File: src/rtl/dispatcher_pkg.sv
// Shared widths, opcode encoding and opcode-class helpers for the issue stage.
package dispatcher_pkg;

    localparam int unsigned IDWidth       = 32;
    localparam int unsigned AddressWidth  = 32;
    localparam int unsigned ROBWidth      = 4;
    localparam int unsigned InstTypeWidth = 6;
    localparam int unsigned RegCount      = 32;
    localparam int unsigned RegIdxWidth   = 5;

    typedef enum logic [InstTypeWidth-1:0] {
        OP_NOP   = 6'd0,
        OP_LUI   = 6'd1,  OP_AUIPC = 6'd2,  OP_JAL   = 6'd3,  OP_JALR  = 6'd4,
        OP_ADDI  = 6'd5,  OP_SLTI  = 6'd6,  OP_SLTIU = 6'd7,  OP_XORI  = 6'd8,
        OP_ORI   = 6'd9,  OP_ANDI  = 6'd10, OP_SLLI  = 6'd11, OP_SRLI  = 6'd12,
        OP_SRAI  = 6'd13,
        OP_ADD   = 6'd14, OP_SUB   = 6'd15, OP_SLL   = 6'd16, OP_SLT   = 6'd17,
        OP_SLTU  = 6'd18, OP_XOR   = 6'd19, OP_OR    = 6'd20, OP_AND   = 6'd21,
        OP_SRL   = 6'd22, OP_SRA   = 6'd23,
        OP_LB    = 6'd24, OP_LH    = 6'd25, OP_LW    = 6'd26, OP_LBU   = 6'd27,
        OP_LHU   = 6'd28,
        OP_SB    = 6'd29, OP_SH    = 6'd30, OP_SW    = 6'd31,
        OP_BEQ   = 6'd32, OP_BNE   = 6'd33, OP_BLT   = 6'd34, OP_BGE   = 6'd35,
        OP_BLTU  = 6'd36, OP_BGEU  = 6'd37
    } opcode_e;

    typedef struct packed {
        logic [ROBWidth-1:0] q;
        logic [IDWidth-1:0]  v;
    } operand_t;

    // Registered payload shared by the RS and ROB issue ports.
    typedef struct packed {
        opcode_e                 opcode;
        logic [RegIdxWidth-1:0]  rd;
        logic [IDWidth-1:0]      a;
        operand_t                j;
        operand_t                k;
        logic [ROBWidth-1:0]     dest;
        logic [AddressWidth-1:0] pc;
    } issue_t;

    function automatic logic is_load(input opcode_e op);
        return op inside {[OP_LB:OP_LHU]};
    endfunction

    function automatic logic is_store(input opcode_e op);
        return op inside {[OP_SB:OP_SW]};
    endfunction

    function automatic logic is_branch(input opcode_e op);
        return op inside {[OP_BEQ:OP_BGEU]};
    endfunction

    function automatic logic writes_rd(input opcode_e op);
        return (op inside {[OP_LUI:OP_SRA]}) || is_load(op);
    endfunction

    function automatic logic uses_rs1(input opcode_e op);
        return (op inside {[OP_JALR:OP_SRA]}) || is_load(op) || is_store(op) || is_branch(op);
    endfunction

    function automatic logic uses_rs2(input opcode_e op);
        return (op inside {[OP_ADD:OP_SRA]}) || is_store(op) || is_branch(op);
    endfunction

endpackage

File: src/rtl/dispatcher_reg_status_table.sv
// Register status table: per architectural register, the ROB tag of its pending producer (0 = none).
module dispatcher_reg_status_table
    import dispatcher_pkg::*;
(
    input  logic                   clk_i,
    input  logic                   rst_ni,
    input  logic                   flush_i,
    input  logic [RegIdxWidth-1:0] rd_idx1_i,
    input  logic [RegIdxWidth-1:0] rd_idx2_i,
    output logic [ROBWidth-1:0]    rd_tag1_o,
    output logic [ROBWidth-1:0]    rd_tag2_o,
    input  logic                   wr_en_i,
    input  logic [RegIdxWidth-1:0] wr_idx_i,
    input  logic [ROBWidth-1:0]    wr_tag_i,
    input  logic                   clr_en_i,
    input  logic [RegIdxWidth-1:0] clr_idx_i,
    input  logic [ROBWidth-1:0]    clr_tag_i
);

    logic [ROBWidth-1:0] tag_q [RegCount];
    logic [ROBWidth-1:0] tag_d [RegCount];

    assign rd_tag1_o = tag_q[rd_idx1_i];
    assign rd_tag2_o = tag_q[rd_idx2_i];

    // Commit clear only drops a matching tag; a dispatch write is applied last so it wins.
    always_comb begin
        tag_d = tag_q;
        if (flush_i) begin
            tag_d = '{default: '0};
        end else begin
            if (clr_en_i && (tag_q[clr_idx_i] == clr_tag_i)) begin
                tag_d[clr_idx_i] = '0;
            end
            if (wr_en_i) begin
                tag_d[wr_idx_i] = wr_tag_i;
            end
        end
    end

    always_ff @(posedge clk_i or negedge rst_ni) begin
        if (!rst_ni) begin
            tag_q <= '{default: '0};
        end else begin
            tag_q <= tag_d;
        end
    end

endmodule

File: src/rtl/dispatcher.sv
// Tomasulo issue stage: renames sources through the RST, resolves operands and issues to RS/ROB.
module dispatcher
    import dispatcher_pkg::*;
(
    input  logic                     clk_in,
    input  logic                     rst_n_in,
    input  logic                     rdy_in,

    input  logic                     instqueue_valid_in,
    input  logic [InstTypeWidth-1:0] instqueue_opcode_in,
    input  logic [4:0]               instqueue_rd_in,
    input  logic [4:0]               instqueue_rs1_in,
    input  logic [4:0]               instqueue_rs2_in,
    input  logic [IDWidth-1:0]       instqueue_imm_in,
    input  logic [AddressWidth-1:0]  instqueue_pc_in,
    output logic                     dispatcher_instqueue_ack_out,

    input  logic                     rs_instqueue_rdy_in,
    input  logic                     rob_dispatcher_rdy_in,
    input  logic [ROBWidth-1:0]      rob_dispatcher_tail_in,

    output logic [4:0]               dispatcher_regfile_r1_out,
    output logic [4:0]               dispatcher_regfile_r2_out,
    input  logic [IDWidth-1:0]       regfile_dispatcher_v1_in,
    input  logic [IDWidth-1:0]       regfile_dispatcher_v2_in,

    output logic [ROBWidth-1:0]      dispatcher_rob_q1_out,
    output logic [ROBWidth-1:0]      dispatcher_rob_q2_out,
    input  logic                     rob_dispatcher_rdy1_in,
    input  logic                     rob_dispatcher_rdy2_in,
    input  logic [IDWidth-1:0]       rob_dispatcher_v1_in,
    input  logic [IDWidth-1:0]       rob_dispatcher_v2_in,

    input  logic                     rob_commit_en_in,
    input  logic [4:0]               rob_commit_rd_in,
    input  logic [ROBWidth-1:0]      rob_commit_tag_in,
    input  logic                     rob_rst_in,

    input  logic [ROBWidth-1:0]      cdb_alu_b_in,
    input  logic [IDWidth-1:0]       cdb_alu_result_in,
    input  logic [ROBWidth-1:0]      cdb_lbuffer_b_in,
    input  logic [IDWidth-1:0]       cdb_lbuffer_result_in,

    output logic                     dispatcher_rs_en_out,
    output logic [IDWidth-1:0]       dispatcher_rs_a_out,
    output logic [ROBWidth-1:0]      dispatcher_rs_qj_out,
    output logic [IDWidth-1:0]       dispatcher_rs_vj_out,
    output logic [ROBWidth-1:0]      dispatcher_rs_qk_out,
    output logic [IDWidth-1:0]       dispatcher_rs_vk_out,
    output logic [ROBWidth-1:0]      dispatcher_rs_dest_out,
    output logic [AddressWidth-1:0]  dispatcher_rs_pc_out,
    output logic [InstTypeWidth-1:0] dispatcher_rs_opcode_out,

    output logic                     dispatcher_rob_en_out,
    output logic [4:0]               dispatcher_rob_rd_out,
    output logic [InstTypeWidth-1:0] dispatcher_rob_opcode_out,
    output logic [AddressWidth-1:0]  dispatcher_rob_pc_out
);

    logic                accept_c;
    opcode_e             op_c;
    logic [ROBWidth-1:0] tag1_c;
    logic [ROBWidth-1:0] tag2_c;
    logic                rst_wr_en_c;
    operand_t            opj_c;
    operand_t            opk_c;

    logic   en_q;
    logic   en_d;
    issue_t issue_q;
    issue_t issue_d;

    // Operand source priority: unused/x0, no producer, ALU CDB, load CDB, ROB ready, else wait on tag.
    function automatic operand_t resolve(
        input logic                   used,
        input logic [RegIdxWidth-1:0] idx,
        input logic [ROBWidth-1:0]    tag,
        input logic [IDWidth-1:0]     rf_v,
        input logic                   rob_rdy,
        input logic [IDWidth-1:0]     rob_v,
        input logic [ROBWidth-1:0]    alu_b,
        input logic [IDWidth-1:0]     alu_v,
        input logic [ROBWidth-1:0]    lb_b,
        input logic [IDWidth-1:0]     lb_v
    );
        operand_t r;
        r = '0;
        if (!used || (idx == '0)) begin
            r = '0;
        end else if (tag == '0) begin
            r.v = rf_v;
        end else if (tag == alu_b) begin
            r.v = alu_v;
        end else if (tag == lb_b) begin
            r.v = lb_v;
        end else if (rob_rdy) begin
            r.v = rob_v;
        end else begin
            r.q = tag;
        end
        return r;
    endfunction

    assign accept_c = rdy_in & ~rob_rst_in & instqueue_valid_in
                    & rs_instqueue_rdy_in & rob_dispatcher_rdy_in;
    assign op_c     = opcode_e'(instqueue_opcode_in);

    assign dispatcher_instqueue_ack_out = accept_c;
    assign dispatcher_regfile_r1_out    = instqueue_rs1_in;
    assign dispatcher_regfile_r2_out    = instqueue_rs2_in;
    assign dispatcher_rob_q1_out        = tag1_c;
    assign dispatcher_rob_q2_out        = tag2_c;

    assign rst_wr_en_c = accept_c & writes_rd(op_c) & (instqueue_rd_in != '0);

    dispatcher_reg_status_table u_rst (
        .clk_i     (clk_in),
        .rst_ni    (rst_n_in),
        .flush_i   (rob_rst_in),
        .rd_idx1_i (instqueue_rs1_in),
        .rd_idx2_i (instqueue_rs2_in),
        .rd_tag1_o (tag1_c),
        .rd_tag2_o (tag2_c),
        .wr_en_i   (rst_wr_en_c),
        .wr_idx_i  (instqueue_rd_in),
        .wr_tag_i  (rob_dispatcher_tail_in),
        .clr_en_i  (rdy_in & rob_commit_en_in),
        .clr_idx_i (rob_commit_rd_in),
        .clr_tag_i (rob_commit_tag_in)
    );

    always_comb begin
        opj_c = resolve(uses_rs1(op_c), instqueue_rs1_in, tag1_c, regfile_dispatcher_v1_in,
                        rob_dispatcher_rdy1_in, rob_dispatcher_v1_in,
                        cdb_alu_b_in, cdb_alu_result_in, cdb_lbuffer_b_in, cdb_lbuffer_result_in);
        opk_c = resolve(uses_rs2(op_c), instqueue_rs2_in, tag2_c, regfile_dispatcher_v2_in,
                        rob_dispatcher_rdy2_in, rob_dispatcher_v2_in,
                        cdb_alu_b_in, cdb_alu_result_in, cdb_lbuffer_b_in, cdb_lbuffer_result_in);
    end

    // Flush kills the strobe; a global stall freezes strobe and payload.
    always_comb begin
        en_d    = en_q;
        issue_d = issue_q;
        if (rob_rst_in) begin
            en_d = 1'b0;
        end else if (rdy_in) begin
            en_d = accept_c;
            if (accept_c) begin
                issue_d.opcode = op_c;
                issue_d.rd     = writes_rd(op_c) ? instqueue_rd_in : 5'd0;
                issue_d.a      = instqueue_imm_in;
                issue_d.j      = opj_c;
                issue_d.k      = opk_c;
                issue_d.dest   = rob_dispatcher_tail_in;
                issue_d.pc     = instqueue_pc_in;
            end
        end
    end

    always_ff @(posedge clk_in or negedge rst_n_in) begin
        if (!rst_n_in) begin
            en_q    <= 1'b0;
            issue_q <= '0;
        end else begin
            en_q    <= en_d;
            issue_q <= issue_d;
        end
    end

    assign dispatcher_rs_en_out      = en_q;
    assign dispatcher_rs_a_out       = issue_q.a;
    assign dispatcher_rs_qj_out      = issue_q.j.q;
    assign dispatcher_rs_vj_out      = issue_q.j.v;
    assign dispatcher_rs_qk_out      = issue_q.k.q;
    assign dispatcher_rs_vk_out      = issue_q.k.v;
    assign dispatcher_rs_dest_out    = issue_q.dest;
    assign dispatcher_rs_pc_out      = issue_q.pc;
    assign dispatcher_rs_opcode_out  = issue_q.opcode;

    assign dispatcher_rob_en_out     = en_q;
    assign dispatcher_rob_rd_out     = issue_q.rd;
    assign dispatcher_rob_opcode_out = issue_q.opcode;
    assign dispatcher_rob_pc_out     = issue_q.pc;

endmodule

File: config.mk
export PLATFORM = sky130hd
export DESIGN_NAME = dispatcher
export DESIGN_NICKNAME = d
export VERILOG_FILES = /design/src/rtl/dispatcher_pkg.sv /design/src/rtl/dispatcher_reg_status_table.sv /design/src/rtl/dispatcher.sv
export SDC_FILE = /design/constraint.sdc
export NUM_CORES = 1
export LEC_CHECK = 0
export CORE_MARGIN = 5
export CORE_UTILIZATION = 38
export DETAILED_ROUTE_END_ITERATION = 8
export PLACE_DENSITY_LB_ADDON = 0.05
export SYNTH_ARGS = -nofsm -noshare
export SYNTH_HDL_FRONTEND = slang
export SYNTH_SLANG_ARGS = --single-unit
File: constraint.sdc
create_clock -name clk_in -period 6.2 [get_ports clk_in]
set_input_delay 1.24 -clock clk_in [delete_from_list [all_inputs] [get_ports clk_in]]
set_output_delay 1.24 -clock clk_in [all_outputs]
set_load 0.02 [all_outputs]
# Word-level counts from Yosys, hierarchy flattened

Cells that the tools add are included.

Input bits: 308
Register bits: 280
Output and inout port bits: 210
Word-level logic and storage cells: 142

Reduce and logical (&&, ||, !) cells: 26
$lt $le $gt $ge: 16
Bitwise gates (word level): 14
Mux-type cells: 39
Equal/unequal tests: 5

Operators with widths:

| operator                                                          | number |
|---|---|
| 2-to-1 mux 128 bit                                                | 4 |
| 2-to-1 mux 32 bit                                                 | 8 |
| AND 128 bit                                                       | 1 |
| bitwise mux 128 bit                                               | 1 |
| inverter 128 bit                                                  | 1 |
| 2-to-1 mux 36 bit                                                 | 2 |
| 2-to-1 mux 4 bit                                                  | 16 |
| binary-select mux 4 bit (select 5 bit)                            | 3 |
| demux 4 bit (select 5 bit)                                        | 2 |
| greater-or-equal comparator 6 bit, second input constant          | 5 |
| inverter 5 -> 6 bit                                               | 4 |
| == test 4 bit                                                     | 5 |
| less-or-equal comparator 6 x 5 -> 1 bit, second input constant    | 3 |
| greater-or-equal comparator 6 x 5 -> 1 bit, second input constant | 2 |
| less-than comparator 6 x 1 -> 1 bit, second input constant        | 2 |
| zero test 5 bit                                                   | 2 |
| logical AND 1 bit                                                 | 9 |
| zero test 4 bit                                                   | 2 |
| logical OR 1 bit                                                  | 8 |
| AND 1 bit                                                         | 7 |
| greater-or-equal comparator 6 x 1 -> 1 bit, second input constant | 1 |
| greater-or-equal comparator 6 x 3 -> 1 bit, second input constant | 1 |
| greater-or-equal comparator 6 x 4 -> 1 bit, second input constant | 1 |
| less-or-equal comparator 6 bit, second input constant             | 1 |
| 7 further kinds                                                   | 9 |

# Longest topological paths before layout

Gate-level depths: netlist (run 1).

Depth after elaboration: 12
Depth in mapped cells: 15
Gate-level depth less buffers: 9

# Hierarchy

A second synthesis (run 1) with hierarchy kept.

Cell total of the unflattened synthesis: 1,861
Area, all modules: 18,325.1 um^2

Modules (own cells, without submodules):

| module                      | times used | area each (um^2) | sequential area each (um^2) | cells each |
|---|---|---|---|---|
| dispatcher_reg_status_table | 1          | 9,699.3          | 3,203.1                     | 815 |
| dispatcher                  | 1          | 8,625.8          | 3,803.6                     | 1,046 |

# Worst setup path after synthesis (run 1)

Ideal clock, no wire load.

Path type: in2reg
From: input port rob_commit_rd_in[0]
To: register u_rst.tag_q[56] (netlist bit)
Path slack: 1.924 ns
Data arrival time: 4.140 ns
Library setup time: 0.136 ns
Cell stages on the path: 12
Buffers on the path: 3
Required time: 6.064 ns
Path through: clkbuf_1 buf_1 mux4_2 a22oi_1 nand4_1 xnor2_1 nand3_1 nor2_1 clkbuf_1 nand4b_1 nand3_1 a21oi_1

RTL lines:

| item                 | RTL line                          | source |
|---|---|---|
| start, declared      | dispatcher.sv:35                  | `input logic [4:0] rob_commit_rd_in,` |
| end signal, assigned | dispatcher_reg_status_table.sv:45 | `tag_q <= tag_d;` |
| end, declared        | dispatcher_reg_status_table.sv:20 | `logic [ROBWidth-1:0] tag_q [RegCount];` |

# Final worst setup path (run 1)

From: input port instqueue_rs2_in[2]
To: output port dispatcher_rob_q2_out[0]

Cells in the longest elaborated chain, start to end: 4

RTL lines:

| item                                                | RTL line                          | source |
|---|---|---|
| start, declared                                     | dispatcher.sv:13                  | `input logic [4:0] instqueue_rs2_in,` |
| inverter 5 -> 6 bit (implied by the code)           | dispatcher_reg_status_table.sv:24 | `assign rd_tag2_o = tag_q[rd_idx2_i];` |
| binary-select mux 4 bit (select 5 bit)              | dispatcher_reg_status_table.sv:24 |  |
| 2-to-1 mux 4 bit (implied by the code) (2 in a row) | dispatcher_reg_status_table.sv:24 |  |
| end, declared                                       | dispatcher.sv:28                  | `output logic [ROBWidth-1:0] dispatcher_rob_q2_out,` |

No other way between the ends. The select of a mux whose other input is x is not followed.

==> impl_results.md, run 1 <==
- Status: complete, no violations
- Final Cycle Share: roughly nine tenths
- Initial core utilization: 38.5%
- CP startpoint: instqueue_rs2_in[2]
- Critical Path End: dispatcher_rob_q2_out[0]
- Clock skew: 14.1 ps
- Core area: 45,400 um^2
- Setup_tns: 0 ps
- Post-CTS Resized: 0
- Routability cong.: around 0.93
- 1st-pass router iterations: 6
- Fmax: 0.182 GHz
- Final net count: approximately 2,700
- Critical path required time: 4960 ps
- Cell variety after synth: between 50 and 60
- Global route hottest layer: met2
- MaxCap Viol Count: 0
- Drt drc: 0
- Critical path class: input port to primary output
- Final WS setup: 703 ps
- Die H: 224 um
- HPWL after DPL: about 65,000 um
- DRT iter0 DRCs: 2,276
- Reg-to-reg critical path endpoint: dispatcher_rs_vj_out[29]
- Clk root buf: clkbuf_16
- R2R setup slack: ~2400 ps
- Clock Sinks: 280
- Initial antenna violation count: 10
- Power per cell area: ~250 nW/um^2
- Synth Warn #: 0
- Final ANT Viol Nets: 0
- Clock slew at reported path FFs: 60 ps
- Top_reg_cell synth: dfrtp_1
- Startpoint Class: input port
- Longest Clk Path Bufs: 3
- Global Route met2 Usage: 50.0%
- H-tree Lvls: 2
- Unrepaired setup endpoints after global routing: no
- Setup-failing EPs final: 0
- Minimum clock period: approximately 5500 ps
- Gr usage total: 33.0%
- Synthesized cell area: 17,500 um^2
- Top-Level Pins: 518
- Register bit total from synthesis: 280
- Via Count: 18,200
- Total global routing overflow: 0
- Ys async rst share: 100%
- Met3 usage: 10.4%
- Post-synth EDFFs: 0
- Area Growth Syn to Fin: 36.9%
- Leak pwr: 0.00983 uW
- Vias in the first global route: between 15,000 and 20,000
- Rel. slew slack: between 15 and 20%
- Met1 Use GR: 45.4%
- Reg2reg path depth: 8
- Min-Delay Path Class: flop to flop
- Largest net degree at the start of global routing: 139
- Worst-Skew Late Latency: 560 ps
- Final hold vios: 0
- Drt via density: 6.01
- WL/cell: between 20 and 30 um
- Cell taking the most area after synthesis: dfrtp_1
- VDD IR-drop max: 0.173 mV
- Layout cells sized above 1: 9.54%
- First-pass GRT wire length: 125,000 um
- Worst-Margin Slew: ~1300 ps
- Post-CTS Hold Buffers: 0
- Slew Viols, Final: 0
- CP Max Fanout: 14
- Rows: 78
- Critical Path AT: 4260 ps
- IO buf count: 517
- Horiz. Die Dim: 224 um
- CTS Buf Count: 35
- Post-place setup slack: 706 ps
- CTS tree: done
- Hold Startpoint: dispatcher_rs_a_out[13]
- Post-CTS repair timing setup buffer count: 0
- Area contributors post-synth: dfrtp_1, nand2_1, mux4_2, a21oi_1, nand3_1
- Syn Inst Count: around 2,000
- Crit path capture type: primary output
- Final Routed Wirelength: 87,900 um
- Syn Nets: roughly 2,300
- Reg-to-reg startpoint: u_rst.tag_q[4]
- Seq/Total Area, Yosys: between 40% and 50%
- Synth top area share: 40.1%
- Mean post-synth cell area: just under 9 um^2
- DIE AREA: 50,300 um^2
## worst min path at each step
stage | to | depth (start not counted) | slack, ps
after floorplan | u_rst.tag_q[124] | 1 | 490
after global placement | dispatcher_rs_vj_out[31] | 2 | 460
after detailed placement | dispatcher_rs_a_out[30] | 2 | 460
after CTS | dispatcher_rs_a_out[30] | 2 | 480
after global routing | dispatcher_rs_a_out[31] | 2 | 490
final | dispatcher_rs_a_out[13] | 2 | 470
## final cells by class
cell class	count	area, um^2
Fill cell	4224	21500
Inverter	8	30.0
Clock buffer	52	1000
Clock inverter	10	166
Timing Repair Buffer	562	5520
Sequential cell	280	7010
Tap cell	600	751
Multi-Input combinational cell	1500	9410
Antenna cell	10	25.0
## synthesized netlist by cell type, types with 7 or more instances
| library cell | count |
|---|---|
| a2bb2oi_1 | 20 |
| nand2_1 | 535 |
| nand4b_1 | 10 |
| nor3_1 | 68 |
| nor2_1 | 160 |
| mux4_2 | 69 |
| buf_6 | 8 |
| buf_1 | 7 |
| clkbuf_1 | 123 |
| nand3_1 | 120 |
| a22o_1 | 10 |
| xnor2_1 | 12 |
| a22oi_1 | 38 |
| and3_1 | 8 |
| buf_4 | 52 |
| mux2i_1 | 57 |
| nor2b_1 | 8 |
| and2_1 | 10 |
| a211oi_1 | 72 |
| buf_2 | 20 |
| a21oi_1 | 145 |
| o41ai_2 | 30 |
| nand4_1 | 17 |
| o41ai_1 | 34 |
| dfrtp_1 | 280 |
| xor2_1 | 8 |
## report_power, final
group	total [uW]	switching (uW)	leakage (uW)	internal, uW
registers	2130	125	0.00378	2000
logic	1770	996	0.00547	773
clock network	2120	866	0.000569	1250
total	6020	1990	0.00983	4030
## critical path: stages
cell and delay, ps:
clkdlybuf4s50_1 890, mux4_2 400, a22o_1 280, a211oi_1 380, a21o_1 360, inv_2 100
clkdlybuf4s50_1 590
## routing by layer
layer	wire (um)	vias to the layer above
met5	83	-
met4	2660	4
met3	9460	168
met2	39500	1100
met1	36200	9022
li1	-	7881
## logic make-up after synthesis
| group | share of synthesized area [%] |
|---|---|
| flip-flops | 40.1 |
| buffers and inverters | 6.29 |
| AND/OR/NAND/NOR | 24.2 |
| AO/OA/AOI/OAI | 16.0 |
| XOR/XNOR | 1.00 |
| multiplexers | 12.4 |
## cell usage in the layout, fill, tap and decap left out, drive strengths merged, types with 12 or more instances in the layout
cell / n
o41ai: 64
a21oi: 145
a2bb2oi: 20
nand2: 535
a22oi: 38
buf: 56
nor2: 160
clkdlybuf4s50: 506
clkbuf: 52
a211oi: 72
mux2i: 58
nor3: 69
nand4: 17
mux4: 69
xnor2: 12
dfrtp: 280
nand3: 120
## registers in the layout (all words and copies together), names as in the netlist
signal	flops
u_rst.tag_q	128
dispatcher_rob_pc_out	32
dispatcher_rs_a_out	32
dispatcher_rs_vj_out	32
dispatcher_rs_vk_out	32
dispatcher_rob_opcode_out	6
dispatcher_rob_rd_out	5
dispatcher_rs_dest_out	4
dispatcher_rs_qj_out	4
dispatcher_rs_qk_out	4
dispatcher_rob_en_out	1
## through the flow
step / std cells / instance area [um^2] / hold WS [ps] / utilization, % / power [uW]
5_1_grt: 3020 / 23900 / 490 / 52.7 / 6220
4_1_cts: 3012 / 23900 / 475 / 52.6 / 6050
3_5_place_dp: 2950 / 22700 / 461 / 50.1 / 3920
2_1_floorplan: 1998 / 17500 / 489 / - / 3000
6_report: 3022 / 23900 / 474 / 52.7 / 6020
3_3_place_gp: 2950 / 22700 / 457 / 50.1 / 3910
Note: power is estimated with default switching activity, not from simulation.
==> run 2, diff against run 1 <==
--- a/config.mk
+++ b/config.mk
@@ -5,10 +5,10 @@
 export SDC_FILE = /design/constraint.sdc
 export NUM_CORES = 1
 export LEC_CHECK = 0
-export CORE_MARGIN = 5
 export CORE_UTILIZATION = 38
 export DETAILED_ROUTE_END_ITERATION = 8
 export PLACE_DENSITY_LB_ADDON = 0.05
+export SLEW_MARGIN = 0
 export SYNTH_ARGS = -nofsm -noshare
 export SYNTH_HDL_FRONTEND = slang
 export SYNTH_SLANG_ARGS = --single-unit
==> run 2 against run 1 <==
  * Die area shrank 7.0%
  * Sequential share of layout area fell by 0.13 points
  * Sequential power is essentially flat
  * First-iteration DRC count fell by 17%
  * Final area rose by 0.45%
  * Non-clock buffer count stayed put
  * Sequential cell count is the same
  * Clock power rose by 8%
  * Worst setup slack worse by 56 ps
  * Via count decreased by 0.11%
  * Cell count is essentially flat
  * Critical endpoint is now dispatcher_rob_q2_out[3]
  * Largest power group is now the clock network
  * Highest routed layer unchanged
==> impl_results.md, run 2 (synthesis results as in run 1) <==
- Status: complete, no violations (unchanged)
- Setup_tns: 0 ps (unchanged)
- Drt drc: 0 (unchanged)
- Rows: 78 (unchanged)
- Number of flip-flops in the largest register: 128 (unchanged)
- Clk root buf: clkbuf_16 (unchanged)
- Hold worst-path end: dispatcher_rs_a_out[15] (was dispatcher_rs_a_out[13])
- First-pass GRT wire length: 125,000 um (about the same)
- Rel. slew slack: 22.5% (was 15.5%)
- Hold Startpoint: dispatcher_rs_a_out[15] (was dispatcher_rs_a_out[13])
- Crit path top cell by count: clkdlybuf4s50_1 (unchanged)
- Reg-to-reg startpoint: u_rst.tag_q[36] (was u_rst.tag_q[4])
- Commonest non-fill, non-tap cell in the layout: nand2_1 (unchanged)
- Reg2reg path depth: 8 (unchanged)
- Final Cycle Share: 89.6% (was 88.7%)
- Reg-to-reg critical path endpoint: dispatcher_rs_vj_out[3] (was dispatcher_rs_vj_out[29])
- MaxCap Viol Count: 0 (unchanged)
- Slew Viols, Final: 0 (unchanged)
- Worst-Margin Slew: 1160 ps (was 1260 ps)
- Post-CTS Resized: 0 (unchanged)
- Initial core utilization: 38.5% (unchanged)
- Final instance count without filler cells: 3,025 (was 3,022)
- Buffer and inverter count on the worst path: 3 (unchanged)
- Core area: 45,400 um^2 (unchanged)
- WL/cell: 28.7 um (was 29.1 um)
- Startpoint Class: input port (unchanged)
- Vias in the first global route: 17,600 (was 17,400)
- Critical path class: input port to primary output (unchanged)
- HPWL after DPL: 64,000 um (was 65,000 um)
- Fmax: 0.180 GHz (was 0.182 GHz)
- Critical-path top delay cell: clkdlybuf4s50_1 (unchanged)
- Int Pwr: 4200 uW (was 4030 uW)
- Final Routed Wirelength: 86,900 um (was 87,900 um)
- Post-CTS repair timing setup buffer count: 0 (unchanged)
- Clock Sinks: 280 (unchanged)
- DRT iter0 DRCs: 1,881 (was 2,276)
- R2R setup slack: 2290 ps (was 2390 ps)
- CTS Buf Count: 36 (was 35)
- Power per cell area: 258 nW/um^2 (was 252 nW/um^2)
- Leak pwr: 0.00989 uW (was 0.00983 uW)
- Pwr Total: 6200 uW (was 6020 uW)
- Clk network pwr share: 37.1% (was 35.2%)
- Horiz. Die Dim: 216 um (was 224 um)
- Net switching power figure: 2000 uW (was 1990 uW)
- Gr usage total: 36.5% (was 33.0%)
- Final hold vios: 0 (unchanged)
- Seq pwr share: 34.4% (was 35.4%)
- Critical path required time: 4960 ps (about the same)
- Highest-count cells in the layout ignoring fill and taps: nand2_1, clkdlybuf4s50_1, dfrtp_1 (unchanged)
- Layout cells sized above 1: 10.1% (was 9.54%)
- Clock skew: 28.0 ps (was 14.1 ps)
- 1st-pass router iterations: 7 (was 6)
- Biggest register: u_rst.tag_q (unchanged)
- Clock slew at reported path FFs: 50 ps (was 60 ps)
- VDD IR-drop max: 0.210 mV (was 0.173 mV)
- IO buf count: 517 (unchanged)
- Die H: 216 um (was 224 um)
- Initial antenna violation count: 15 (was 10)
- Placed cell count: 2,950 (unchanged)
- CP Max Fanout: 17 (was 14)
- Post-CTS Hold Buffers: 0 (unchanged)
- Drt via density: 6.00 (was 6.01)
- Minimum clock period: 5550 ps (was 5500 ps)
- Critical Path AT: 4310 ps (was 4260 ps)
- Min-Delay Path Class: flop to flop (unchanged)
- Total global routing overflow: 0 (unchanged)
- H-tree Lvls: 2 (unchanged)
- DIE AREA: 46,800 um^2 (was 50,300 um^2)
- Sw frac: 32.2% (was 33.0%)
- Final ANT Viol Nets: 0 (unchanged)
- Crit path capture type: primary output (unchanged)
- Setup-failing EPs final: 0 (unchanged)
- Unrepaired setup endpoints after global routing: no (unchanged)
- Longest Clk Path Bufs: 3 (unchanged)
- Area Growth Syn to Fin: 37.6% (was 36.9%)
- Fin util: 52.9% (was 52.7%)
- CTS tree: done (unchanged)
- Top-Level Pins: 518 (unchanged)
- Combinational share of power: 28.6% (was 29.4%)
- Worst path cell trace: clkdlybuf4s50_1 -> nor2b_1 -> a22o_1 -> a211oi_1 -> a21o_1 -> inv_1 -> clkdlybuf4s50_1 (was clkdlybuf4s50_1 -> mux4_2 -> a22o_1 -> a211oi_1 -> a21o_1 -> inv_2 -> clkdlybuf4s50_1)
- Worst-Skew Late Latency: 570 ps (was 560 ps)
- Via Count: 18,200 (about the same)
- Crit-path max cell delay: 960 ps (was 890 ps)
- Largest net degree at the start of global routing: 130 (was 139)
- Final net count: 2,696 (was 2,695)
- Routability cong.: 1.01 (was 0.935)
- CP delay by family, top: buffers and inverters (unchanged)
- Hold Path Depth: 2 (unchanged)
==> run 2: power groups by stage <==
stage               logic (uW)  clock network [uW]  registers [uW]
global placement          1750                   0            2150
global route              1860                2390            2150
detailed placement        1760                   0            2160
CTS                       1760                2320            2130
finish                    1770                2300            2130
floorplan                  655                   0            2350
==> run 2: per-stage QoR <==
| stage | worst slack (ps) | area, um^2 | hold slack [ps] |
|---|---|---|---|
| 2_1_floorplan | 1920 | 17500 | 489 |
| 6_report | 647 | 24000 | 471 |
| 3_3_place_gp | 684 | 22700 | 457 |
| 5_1_grt | 535 | 24000 | 499 |
| 4_1_cts | 658 | 24000 | 473 |
| 3_5_place_dp | 648 | 22700 | 460 |
==> run 2: layout make-up <==
| cell class | instances | area [um^2] |
|---|---|---|
| timing repair buffer | 562 | 5490 |
| antenna | 11 | 27.5 |
| fill | 4297 | 21400 |
| clock buffer | 54 | 1130 |
| tap | 600 | 751 |
| inverter | 8 | 30.0 |
| multi-input combinational | 1500 | 9420 |
| sequential | 280 | 7010 |
| clock inverter | 10 | 160 |
==> run 2: worst max path at each step <==
| stage | end | startpoint | cells after the start | slack [ps] |
|---|---|---|---|---|
| final | dispatcher_rob_q2_out[3] | instqueue_rs2_in[1] | 7 | 650 |
| after global routing | dispatcher_rob_q2_out[1] | instqueue_rs2_in[0] | 8 | 540 |
| after CTS | dispatcher_rob_q2_out[3] | instqueue_rs2_in[1] | 7 | 660 |
| after detailed placement | dispatcher_rob_q2_out[3] | instqueue_rs2_in[1] | 7 | 650 |
| after global placement | dispatcher_rob_q2_out[1] | instqueue_rs2_in[0] | 8 | 680 |
| after floorplan | u_rst.tag_q[56] | rob_commit_rd_in[0] | 12 | 1920 |
==> run 2: worst min-delay path, delay by kind of cell, from the launching register on <==
| kind | cells | cell delay [ps] |
|---|---|---|
| flip-flops | 1 | 340 |
| AND/OR/NAND/NOR | 2 | 100 |
==> run 2: metal layers <==
metal | part of all wire, % | global-route usage, %
met5 | 0.036 | 0
met4 | 3.6 | 13.7
met3 | 12 | 12.3
met2 | 44 | 53.7
met1 | 41 | 49.6
